File: config.mk
export PLATFORM = sky130hd
export DESIGN_NAME = fifo_pop_reader
export DESIGN_NICKNAME = d
export VERILOG_FILES = /design/src/rtl/fifo_pop_reader.sv
export SDC_FILE = /design/constraint.sdc
export NUM_CORES = 1
export LEC_CHECK = 0
export CORE_MARGIN = 3
export CORE_UTILIZATION = 55
export CTS_CLUSTER_DIAMETER = 120
export DETAILED_ROUTE_END_ITERATION = 10
export DONT_BUFFER_PORTS = 1
export HOLD_SLACK_MARGIN = 0.1
export PLACE_DENSITY = 0.73
export RECOVER_POWER = 100
export SYNTH_ARGS = -nofsm -noshare
export SYNTH_HDL_FRONTEND = slang
export SYNTH_SLANG_ARGS = --single-unit
File: constraint.sdc
create_clock -name clk_i -period 2.79 [get_ports clk_i]
set_input_delay 0.1395 -clock clk_i [delete_from_list [all_inputs] [get_ports clk_i]]
set_output_delay 0.1395 -clock clk_i [all_outputs]
set_load 0.05 [all_outputs]
File: src/rtl/fifo_pop_reader.sv
// Purpose: pops words from fifo_top while it reports pending data and streams them downstream in order.
// Latency: pop issued in the cycle pnding is seen; the word is captured one edge later and shows as m_valid_o one edge after that.
// Backpressure: a 2-entry output buffer with credit-gated pops; a stalled sink stops popping once buffered + in-flight words reach 2.
//
// Ports:
//   clk_i, rst_i          clock, asynchronous active-low reset
//   enable_i              level enable; low moves RUN -> DRAIN
//   fifo_pnding_i         fifo_top non-empty flag
//   fifo_data_i           fifo_top read data, valid the cycle after a pop
//   fifo_pop_o            one-cycle pop strobe to fifo_top
//   m_valid_o/m_ready_i   downstream handshake; m_data_o is the buffer head
//   idle_o                high while in IDLE
//   pop_cnt_o             words popped since reset, wraps at 2^CNT_W

module fifo_pop_reader #(
  parameter int DATA_W = 32,
  parameter int CNT_W  = 16
) (
  input  logic              clk_i,
  input  logic              rst_i,
  input  logic              enable_i,
  input  logic              fifo_pnding_i,
  input  logic [DATA_W-1:0] fifo_data_i,
  output logic              fifo_pop_o,
  output logic              m_valid_o,
  output logic [DATA_W-1:0] m_data_o,
  input  logic              m_ready_i,
  output logic              idle_o,
  output logic [CNT_W-1:0]  pop_cnt_o
);

  typedef enum logic [1:0] {
    ST_IDLE  = 2'd0,
    ST_RUN   = 2'd1,
    ST_DRAIN = 2'd2
  } state_t;

  state_t            state_q, state_d;
  logic [1:0]        occ_q, occ_d;
  logic              inflight_q, inflight_d;
  logic              rd_q, rd_d;
  logic              wr_q, wr_d;
  logic [CNT_W-1:0]  cnt_q, cnt_d;
  logic [DATA_W-1:0] buf_q [2];

  logic              deq;
  logic [2:0]        committed;
  logic              credit_ok;

  assign deq       = m_valid_o & m_ready_i;

  // Words already owed to the buffer: those held plus the one arriving this
  // cycle. A new pop lands one edge from now, after this cycle's capture and
  // dequeue, so it is allowed while the committed count leaves a free slot.
  assign committed = {1'b0, occ_q} + {2'b00, inflight_q};
  assign credit_ok = (committed <= (3'd1 + {2'b00, deq}));

  assign fifo_pop_o = (state_q == ST_RUN) & fifo_pnding_i & credit_ok;
  assign m_valid_o  = (occ_q != 2'd0);
  assign m_data_o   = buf_q[rd_q];
  assign idle_o     = (state_q == ST_IDLE);
  assign pop_cnt_o  = cnt_q;

  // Next-state: FSM and datapath bookkeeping.
  always_comb begin
    state_d    = state_q;
    inflight_d = fifo_pop_o;
    // Capture and dequeue in the same cycle cancel out.
    occ_d      = occ_q + {1'b0, inflight_q} - {1'b0, deq};
    rd_d       = deq ? ~rd_q : rd_q;
    wr_d       = inflight_q ? ~wr_q : wr_q;
    cnt_d      = fifo_pop_o ? (cnt_q + CNT_W'(1)) : cnt_q;

    case (state_q)
      ST_IDLE: begin
        if (enable_i) begin
          state_d = ST_RUN;
        end
      end
      ST_RUN: begin
        // A pop issued in this last RUN cycle still completes: inflight
        // keeps DRAIN from finishing until its word is delivered.
        if (!enable_i) begin
          state_d = ST_DRAIN;
        end
      end
      ST_DRAIN: begin
        if (!inflight_q && (occ_q == 2'd0)) begin
          state_d = ST_IDLE;
        end
      end
      default: begin
        state_d = ST_IDLE;
      end
    endcase
  end

  always_ff @(posedge clk_i or negedge rst_i) begin
    if (!rst_i) begin
      state_q    <= ST_IDLE;
      occ_q      <= 2'd0;
      inflight_q <= 1'b0;
      rd_q       <= 1'b0;
      wr_q       <= 1'b0;
      cnt_q      <= '0;
    end else begin
      state_q    <= state_d;
      occ_q      <= occ_d;
      inflight_q <= inflight_d;
      rd_q       <= rd_d;
      wr_q       <= wr_d;
      cnt_q      <= cnt_d;
    end
  end

  // Buffer storage: the word popped last cycle is on fifo_data_i now.
  always_ff @(posedge clk_i or negedge rst_i) begin
    if (!rst_i) begin
      buf_q[0] <= '0;
      buf_q[1] <= '0;
    end else if (inflight_q) begin
      buf_q[wr_q] <= fifo_data_i;
    end
  end

endmodule
==> flow_summary.yaml, run 1 <==
sta:
  whs_ps: 187
  layout_setup_ws_ps: 110
  finalHoldViolCount: 0
  rsz0062_at_grt: "false"
  worst_pin_slew_ps: 2100
  post-route-period-util_pct: 96.1
  max_clock_freq_mhz: 373
  tns_ps: 0
  period_needed_ps: 2680
  report.final.setup_viol: 0
  max_slew_margin_pct: -39.8
  finalClockSkew_ps: 7.71
  final-max-slew-violation-count: 88
worst_setup_path:
  cp-start-kind: "register"
  crit_path_max_incr_delay_ps: 480
  path_depth: 8
  crit_fanout: 14
  critPathKind: "reg2out"
  regToRegSetupSlack_ps: 150
  arrival_ps: 2540
  rr_startpoint: "occ_q[0]"
  path_buf_inv: 3
  crit_family: "simple AND/OR/NAND/NOR gates"
  ff2ff_path_depth: 9
  cp.required_ps: 2650
  cp_cell_sequence: "or2_4 > nand2_1 > inv_1 > fa_1 > or3b_1 > a21o_4 > inv_4 > buf_6"
  endpoint_kind: "primary output"
  slowest_stage: "fa_1"
  worstReg2RegEnd: "pop_cnt_o[15]"
yosys:
  ys_warn_count: 0
  synth-compound-area-share_pct: 0.769
  synthAdderAreaFrac_pct: 2.11
  synth.net_count: 314
  ys_seq_elements: 87
  seq_area_frac_synth_pct: 55.7
  async_reset_ff_share_pct: 100
  synth_cell_types: 30
  synth_ff_type: "dfrtp_1"
  synth_simple_gate_area_share_pct: 7.21
  netlist_area_sq_um: 3910
  synth.area.mux_share_pct: 27.7
  synth_top_area_share_pct: 55.7
  synth_top_family_by_area: "multiplexers"
  synth_xor_area_share_pct: 4.48
  syn_area_per_cell_sq_um: 14.4
  synth_top_cell_by_area: "dfrtp_1"
  synthTopCellsByArea: "dfrtp_1, mux2_2, xor2_1, mux2_1, ha_1"
  synth_edf_count: 0
  synthCells: 271
min_path:
  hp-start: "fifo_pnding_i"
  hold_end: "inflight_q"
  hold_depth: 3
  min_path_type: "in2reg"
die:
  die_h_um: 90.3
  rows: 30
  core-area_sq_um: 6830
  io-pin-count: 88
  start_util_pct: 57.2
  dieArea_sq_um: 8150
  fp.dieW_um: 90.3
global_routing:
  grt_pass1_wl_um: 12700
  first_global_vias: 2463
  grt_usage_pct: 19.5
  grt_max_degree: 88
  antenna_found_initial: 0
  grt_overflow: 0
place:
  io_buffer_count: 0
  pre_cts_slack_ps: 156
  hpwlAfterDp_um: 4690
  place_congestion: 0.784
  placed_cells: 368
drt:
  dr.first_iter.drc_count: 58
  wl_um: 7520
  routedWlPerCell_um: 17.9
  drtAntennaViolNets: 0
  vias: 2265
  drc: 0
  via_per_inst: 5.39
  firstDrtPassIters: 4
pwr:
  switchingPower_mw: 2.86
  share_comb_of_total_power_pct: 48.9
  power_density_nw_per_um2: 1330
  clkPwrFrac_pct: 15.8
  power.leakage_nw: 2.05
  sw_frac_of_total_pct: 47.1
  power_frac_seq_pct: 35.4
  total_power_mw: 6.08
  max-vdd-ir-drop_mv: 0.668
  p_int_mw: 3.22
clock_tree:
  h-tree-depth: 3
  cts_sinks: 87
  path_clk_slew_ps: 80
  clkLatencyLatePin_ps: 340
  tritoncts: "done"
  cts_made_buffers: 9
  clk_path_buf_depth: 2
  cts_root_buf: "clkbuf_8"
job:
  maxCapViolCount: 1
final_layout:
  instances_no_fill: 420
  n_antenna_cell: 0
  nets: 362
  syn_to_final_growth_pct: 17.5
  drive_gt1_share_pct: 26.5
  fillers: 501
status:
  violations: "max-capacitance violations, max-slew violations"
  status: "finished with violations"
-- cell type report --
type	count	area, sq um	area share [%]
Tap cell	96	120	2.62
Multi-Input combinational cell	166	1630	35.4
Clock inverter	5	81.3	1.77
Inverter	6	25.0	0.545
Clock buffer	11	141	3.08
Timing Repair Buffer	49	419	9.13
Sequential cell	87	2180	47.4
-- sequential cells by signal, indices dropped and copies added, names as in the netlist --
register,count
buf_q,64
inflight_q,1
occ_q,2
pop_cnt_o,16
rd_q,1
state_q,2
wr_q,1
-- tightest hold or removal path, stage by stage --
cell and delay (ps):
nand3b_1 80, a21o_4 190, inv_4 60
-- through the flow --
step                utilization [%]  area [sq um]
global placement               60.1          4110
floorplan                         -          3910
detailed placement             60.1          4110
finish                         67.2          4590
CTS                            69.0          4720
global route                   67.2          4590
-- worst max path at each step --
stage             start            end  slack (ps)
3_3_place_gp   occ_q[1]  pop_cnt_o[15]         230
5_1_grt        occ_q[0]     fifo_pop_o          30
2_1_floorplan  occ_q[1]   pop_cnt_o[4]          10
3_5_place_dp   occ_q[1]  pop_cnt_o[13]         160
6_report       occ_q[0]     fifo_pop_o         110
4_1_cts        occ_q[0]     fifo_pop_o         100
-- layer usage --
| layer | vias to the layer above | track usage, % | part of all wire, % |
|---|---|---|---|
| li1 | 1053 | - | - |
| met3 | 13 | 4.67 | 5.3 |
| met1 | 1137 | 25.7 | 44 |
| met4 | 0 | 7.53 | 1.9 |
| met5 | - | 0 | 0 |
| met2 | 62 | 31.2 | 49 |
-- cells by family after synthesis --
| family | count (synthesis) |
|---|---|
| adder cells (fa/ha/maj) | 6 |
| AND/OR/NAND/NOR | 40 |
| flip-flops | 87 |
| XOR/XNOR | 20 |
| multiplexers | 96 |
| AO/OA/AOI/OAI | 4 |
| buffers and inverters | 18 |
-- repair_timing --
item / 4_1_cts / 5_1_grt
setup buffers: 1 / 0
endpoints found under the hold margin: 154 / 0
gates resized for setup: 1 / 0
setup endpoints to repair: 1 / 0
hold buffers: 36 / 0
-- layout by cell type, fill, tap and decap left out, drive strengths merged --
master and n:
dlygate4sd3 35, xor2 13, nand2 11, a21o 1, nor4 5, o31ai 2
or3 1, o211ai 1, mux2 96, dfrtp 87, inv 6, or2 1
xnor2 7, buf 2, clkinvlp 1, nand3 6, ha 5, clkbuf 23
nand3b 1, nor2 3, fa 1, nand4 3, bufinv 2, clkinv 2
nor3 6, or3b 1, nor2b 2
-- power by group through the flow --
stage	clock network, mW	registers, mW	logic (mW)
after floorplan	0	2.12	2.71
after global placement	0	2.15	3.04
after detailed placement	0	2.19	3.07
after CTS	0.989	2.15	3.18
after global routing	1.04	2.24	3.15
final	0.960	2.15	2.97
-- cells in the mapped netlist (all sizes together), types with 5 or more instances --
cell type	instances
xor2	13
xnor2	7
ha	5
nand3	6
buf	7
dfrtp	87
inv	6
nor3	6
mux2	96
nor4	5
clkbuf	5
nand2	11
No activity file was read; power rests on OpenSTA's default activity.
==> run 2, diff against run 1 <==
--- a/config.mk
+++ b/config.mk
@@ -5,6 +5,7 @@
 export SDC_FILE = /design/constraint.sdc
 export NUM_CORES = 1
 export LEC_CHECK = 0
+export ABC_AREA = 1
 export CORE_MARGIN = 3
 export CORE_UTILIZATION = 55
 export CTS_CLUSTER_DIAMETER = 120
==> constraint.sdc (replaced) <==
create_clock -name clk_i -period 2.79 [get_ports clk_i]
set_input_delay 0.4185 -clock clk_i [delete_from_list [all_inputs] [get_ports clk_i]]
set_output_delay 0.4185 -clock clk_i [all_outputs]
set_load 0.05 [all_outputs]
==> run 2 against run 1 <==
Against the previous run:
- the flow still finishes with violations (max-capacitance violations, max-slew violations)
- via count up 40%
- sequential share of layout area up 0.75 points
- worst hold slack worse by 25 ps
- wire length grew 7.0%
- fmax grew 3.3%
- final area is 1.6% lower
- non-clock buffer count decreased by 9
- clock skew is 1.3 ps higher
- utilization decreased by 2.8 points
- count of clock-buffer cells in the layout unchanged
- setup slack gained 85 ps
- die area is 4.7% higher
- critical path type unchanged
- critical endpoint unchanged
- largest cell class unchanged
- highest routed layer unchanged
==> flow_summary.yaml, run 2 <==
sta:
  max_clock_freq_mhz: 385
  max_slew_margin_pct: -25.0
  finalHoldViolCount: 0
  rsz0062_at_grt: "false"
  period_needed_ps: 2600
  post-route-period-util_pct: 93.0
  worst_pin_slew_ps: 1880
  report.final.setup_viol: 0
  finalClockSkew_ps: 8.97
  tns_ps: 0
  final-max-slew-violation-count: 88
yosys:
  syn_area_per_cell_sq_um: 8.03
  synth_top_cell_by_area: "dfrtp_1"
  synth_top_area_share_pct: 53.1
  synth_xor_area_share_pct: 2.35
  synthCells: 511
  synthAdderAreaFrac_pct: 2.01
  synth_ff_type: "dfrtp_1"
  synth.most_common_cell: "nand2_1"
  async_reset_ff_share_pct: 100
  synth.net_count: 554
  synthTopCellsByArea: "dfrtp_1, nand2_1, inv_1, o21ai_1, o21ai_0"
  synth_cell_types: 24
  synth_top_family_by_area: "simple AND/OR/NAND/NOR gates"
  ys_warn_count: 0
  synth-compound-area-share_pct: 9.79
  ys_seq_elements: 87
  synth_simple_gate_area_share_pct: 24.3
  synth_common_cells: "nand2_1, dfrtp_1, inv_1"
  synth.area.mux_share_pct: 0
  seq_area_frac_synth_pct: 53.1
  netlist_area_sq_um: 4100
  synth_edf_count: 0
die:
  core-area_sq_um: 7020
  die_h_um: 92.4
  dieArea_sq_um: 8530
  fp.dieW_um: 92.4
  rows: 30
  start_util_pct: 58.4
  io-pin-count: 88
drt:
  dr.first_iter.drc_count: 166
  drtAntennaViolNets: 0
  routedWlPerCell_um: 12.6
  firstDrtPassIters: 4
  wl_um: 8050
  vias: 3181
  drc: 0
  via_per_inst: 4.96
final_layout:
  largest_register_ffs: 64
  top_register: "buf_q"
  drive_gt1_share_pct: 8.44
  multiInputGateArea_sq_um: 1570
  layout_common_cells: "nand2_1, dfrtp_1, o21ai_0"
  seq_area_sq_um: 2180
  nets: 583
  final_common_cell: "nand2_1"
  instances_no_fill: 641
  n_antenna_cell: 0
  fillers: 651
  syn_to_final_growth_pct: 10.2
min_path:
  hold_depth: 2
  hp-start: "enable_i"
  hold_end: "state_q[0]"
  min_path_type: "in2reg"
worst_setup_path:
  crit_path_max_incr_delay_ps: 470
  critPathKind: "reg2out"
  worstReg2RegEnd: "pop_cnt_o[13]"
  cp-start-kind: "register"
  rr_startpoint: "occ_q[1]"
  slowest_stage: "fa_1"
  ff2ff_path_depth: 8
  regToRegSetupSlack_ps: 440
  endpoint_kind: "primary output"
  cp.required_ps: 2370
  cp_cell_sequence: "o21a_1 > fa_1 > nor2_1 > nand2_1 > a21boi_4 > buf_6"
  crit_path_start: "occ_q[1]"
  arrival_ps: 2180
  crit_fanout: 14
clock_tree:
  h-tree-depth: 3
  clk_path_buf_depth: 2
  path_clk_slew_ps: 80
  cts_made_buffers: 9
  cts_sinks: 87
  clkLatencyLatePin_ps: 350
  cts_root_buf: "clkbuf_8"
  tritoncts: "done"
  cts_setup_buffers: 0
global_routing:
  grt_pass1_wl_um: 13900
  first_global_vias: 3118
  grt_overflow: 0
  antenna_found_initial: 0
  grt_max_degree: 88
  grt_usage_pct: 20.4
status:
  status: "finished with violations"
  violations: "max-capacitance violations, max-slew violations"
place:
  hpwlAfterDp_um: 5280
  place_congestion: 0.838
  io_buffer_count: 0
  placed_cells: 623
job:
  maxCapViolCount: 1
## run 2: cell count changes after synthesis, moves of 4 or more
cell	delta
buf_6	+5
nand2_1	+203
inv_1	+50
clkbuf_1	+8
nor3_2	-6
xor2_1	-10
o21bai_1	+4
nand3_1	+8
mux2_2	-88
mux2_1	-8
o21ai_1	+35
nor2_1	+15
o21ai_0	+34
## run 2: layout make-up
type,instances,share of cell area [%]
tap,96,2.66
sequential,87,48.2
inverter,57,4.73
timing repair buffer,40,4.73
multi-input combinational,345,34.8
clock inverter,5,1.80
clock buffer,11,3.13
## run 2: cells by family after synthesis
family | after synthesis
buf+inv | 79
flops | 87
simple gates | 253
compound gates | 75
fa+ha+maj | 6
xor+xnor | 11
## run 2: timing repair
item,in CTS,in global routing
hold endpoints to repair,87,0
hold buffers,2,0
resized for setup,0,1
endpoints found under the setup margin,0,1
## run 2: critical path: cells and delay by family, from the launching register on
kind | cells | cell delay (ps)
DFF | 1 | 430
adders and majority gates | 1 | 470
and+or+nand+nor | 2 | 260
buffers and inverters | 1 | 230
AOI/OAI and AO/OA | 2 | 430
## run 2: how the worst max path moves through the flow
| stage | endpoint | slack [ps] | cells after the start |
|---|---|---|---|
| 6_report | fifo_pop_o | 190 | 6 |
| 5_1_grt | fifo_pop_o | 50 | 6 |
| 4_1_cts | fifo_pop_o | 80 | 6 |
| 3_5_place_dp | fifo_pop_o | 480 | 6 |
| 3_3_place_gp | fifo_pop_o | 560 | 6 |
| 2_1_floorplan | fifo_pop_o | 640 | 6 |
## run 2: through the flow
| step | util [%] | area (sq um) | hold slack [ps] | setup slack [ps] |
|---|---|---|---|---|
| 6_report | 64.4 | 4520 | 162 | 195 |
| 5_1_grt | 64.4 | 4520 | 161 | 46.6 |
| 4_1_cts | 66.4 | 4660 | 146 | 83.4 |
| 3_5_place_dp | 62.7 | 4400 | 126 | 477 |
| 3_3_place_gp | 62.7 | 4400 | 125 | 556 |
| 2_1_floorplan | - | 4100 | 123 | 645 |
## run 2: routing by layer
layer / global-route usage (%) / wire length, um
met1: 25.9 / 3580
met4: 8.42 / 144
met5: 0 / 0
met2: 33.2 / 3780
met3: 5.36 / 539
Power of run 2 is not shown: default switching activity piles up to over one toggle a cycle in this logic, so the estimate is an artifact.
==> run 3, diff against run 2 <==
--- a/config.mk
+++ b/config.mk
@@ -5,14 +5,14 @@
 export SDC_FILE = /design/constraint.sdc
 export NUM_CORES = 1
 export LEC_CHECK = 0
-export ABC_AREA = 1
+export CORE_ASPECT_RATIO = 0.8
 export CORE_MARGIN = 3
-export CORE_UTILIZATION = 55
+export CORE_UTILIZATION = 50
 export CTS_CLUSTER_DIAMETER = 120
 export DETAILED_ROUTE_END_ITERATION = 10
 export DONT_BUFFER_PORTS = 1
 export HOLD_SLACK_MARGIN = 0.1
-export PLACE_DENSITY = 0.73
+export PLACE_DENSITY = 0.68
 export RECOVER_POWER = 100
 export SYNTH_ARGS = -nofsm -noshare
 export SYNTH_HDL_FRONTEND = slang
==> run 3 against run 2 <==
Against the previous run:
- the flow still finishes with violations (max-capacitance violations, max-slew violations)
- utilization down 7.4 points
- cell count down 39%
- critical path depth up 1
- via count is 34% lower
- count of clock-buffer cells in the layout down 1
- die area is 4.5% higher
- wire length shrank 12%
- critical endpoint unchanged
- largest cell class unchanged
==> flow_summary.yaml, run 3 (synthesis gave the netlist of run 1 again) <==
clock_tree:
  cts_root_buf: "clkbuf_8"
  h-tree-depth: 3
  path_clk_slew_ps: 90
  cts_made_buffers: 9
  cts_sinks: 87
  clkLatencyLatePin_ps: 350
  tritoncts: "done"
  clk_path_buf_depth: 2
die:
  fp.dieW_um: 105
  io-pin-count: 88
  rows: 28
  die_h_um: 85.1
  start_util_pct: 52.1
  core-area_sq_um: 7500
  dieArea_sq_um: 8920
final_layout:
  top_register: "buf_q"
  n_antenna_cell: 0
  syn_to_final_growth_pct: 9.42
  largest_register_ffs: 64
  nets: 327
  final_common_cell: "dfrtp_1"
  multiInputGateArea_sq_um: 1630
  drive_gt1_share_pct: 32.9
  layout_common_cells: "dfrtp_1, mux2_2, mux2_1"
  seq_area_sq_um: 2180
  fillers: 653
drt:
  via_per_inst: 5.35
  drtAntennaViolNets: 0
  dr.first_iter.drc_count: 50
  wl_um: 7100
  routedWlPerCell_um: 18.0
  vias: 2108
  drc: 0
  firstDrtPassIters: 4
worst_setup_path:
  cp.required_ps: 2370
  crit_fanout: 5
  crit_path_start: "occ_q[0]"
  endpoint_kind: "primary output"
  arrival_ps: 2300
  cp-start-kind: "register"
  critPathKind: "reg2out"
  rr_startpoint: "occ_q[0]"
global_routing:
  use_met1_pct: 21.1
  use_met3_pct: 8.75
  gr-usage-met2_pct: 26.4
  grt_usage_pct: 17.0
  grt_max_degree: 88
  top_usage_layer: "met2"
  antenna_found_initial: 0
  grt_overflow: 0
  first_global_vias: 2249
  grt_pass1_wl_um: 11800
sta:
  finalHoldViolCount: 0
  worst_pin_slew_ps: 1890
  max_clock_freq_mhz: 367
  max_slew_margin_pct: -25.7
  post-route-period-util_pct: 97.6
  report.final.setup_viol: 0
  tns_ps: 0
  finalClockSkew_ps: 12.0
  period_needed_ps: 2720
  rsz0062_at_grt: "true"
  final-max-slew-violation-count: 88
status:
  status: "finished with violations"
  violations: "max-capacitance violations, max-slew violations"
min_path:
  min_path_type: "in2reg"
  hp-start: "enable_i"
place:
  hpwlAfterDp_um: 4660
  place_congestion: 0.743
  io_buffer_count: 0
job:
  maxCapViolCount: 1
-- run 3: changes by cell type in the layout (fill, tap and decap cells not counted), moves of 3 or more --
cell      change
inv_1        -52
xor2_1       +10
nor4_1        +3
nand3_1       -8
nor2_1       -15
o21ai_1       -3
clkbuf_2     -17
o21ai_0      -66
mux2_2       +57
clkbuf_1     -11
nor3_2        +4
nand2_1     -205
o21bai_1      -4
mux2_1       +39
-- run 3: layout make-up --
class | count | share of cell area, %
multi-input cells | 166 | 38.1
clock buffers | 10 | 3.22
flip-flops and latches | 87 | 50.9
repair buffers | 14 | 2.22
clock inverters | 6 | 1.61
inverters | 6 | 0.820
well taps | 105 | 3.07
-- run 3: per-layer routing --
metal  wire, um  up-vias
met5          0        -
met4         38        0
met3        666        4
met2       3310       63
met1       3090     1067
li1           -      974
-- run 3: what timing repair did --
action	4_1_cts	5_1_grt
setup endpoints to repair	1	3
setup buffers	1	0
endpoints found under the hold margin	87	0
gates resized for setup	4	2
hold buffers	2	0
pin swaps	1	1
-- run 3: through the flow --
| stage | hold slack [ps] | utilization [%] | cells | setup slack, ps | area [sq um] |
|---|---|---|---|---|---|
| after CTS | 131 | 58.1 | 394 | 5.00 | 4360 |
| after global placement | 126 | 54.6 | 375 | 158 | 4090 |
| after detailed placement | 126 | 54.6 | 375 | 78.0 | 4090 |
| final | 154 | 57.0 | 394 | 66.6 | 4270 |
| after global routing | 119 | 57.0 | 394 | -23.3 | 4270 |
| after floorplan | 123 | - | 271 | 10.5 | 3910 |
-- run 3: path summary, 6_finish.rpt --
kind / end / slack [ps] / depth (start not counted)
setup / recovery: fifo_pop_o / 70 / 7
hold / removal: state_q[1] / 150 / 1
setup reg to reg: pop_cnt_o[6] / 120 / 10
hold reg to reg: buf_q[51] / 490 / 1
max in group asynchronous: buf_q[22] / 500 / 2
min in group asynchronous: buf_q[2] / 1170 / 2
-- run 3: critical path, stage by stage, from the launching register on --
cell	delay, ps
dfrtp_1	410
or2_4	240
nand2_2	80
inv_2	30
fa_1	460
or3b_1	380
a21o_4	250
clkinv_8	90
Power of run 3 is left out for the same reason.
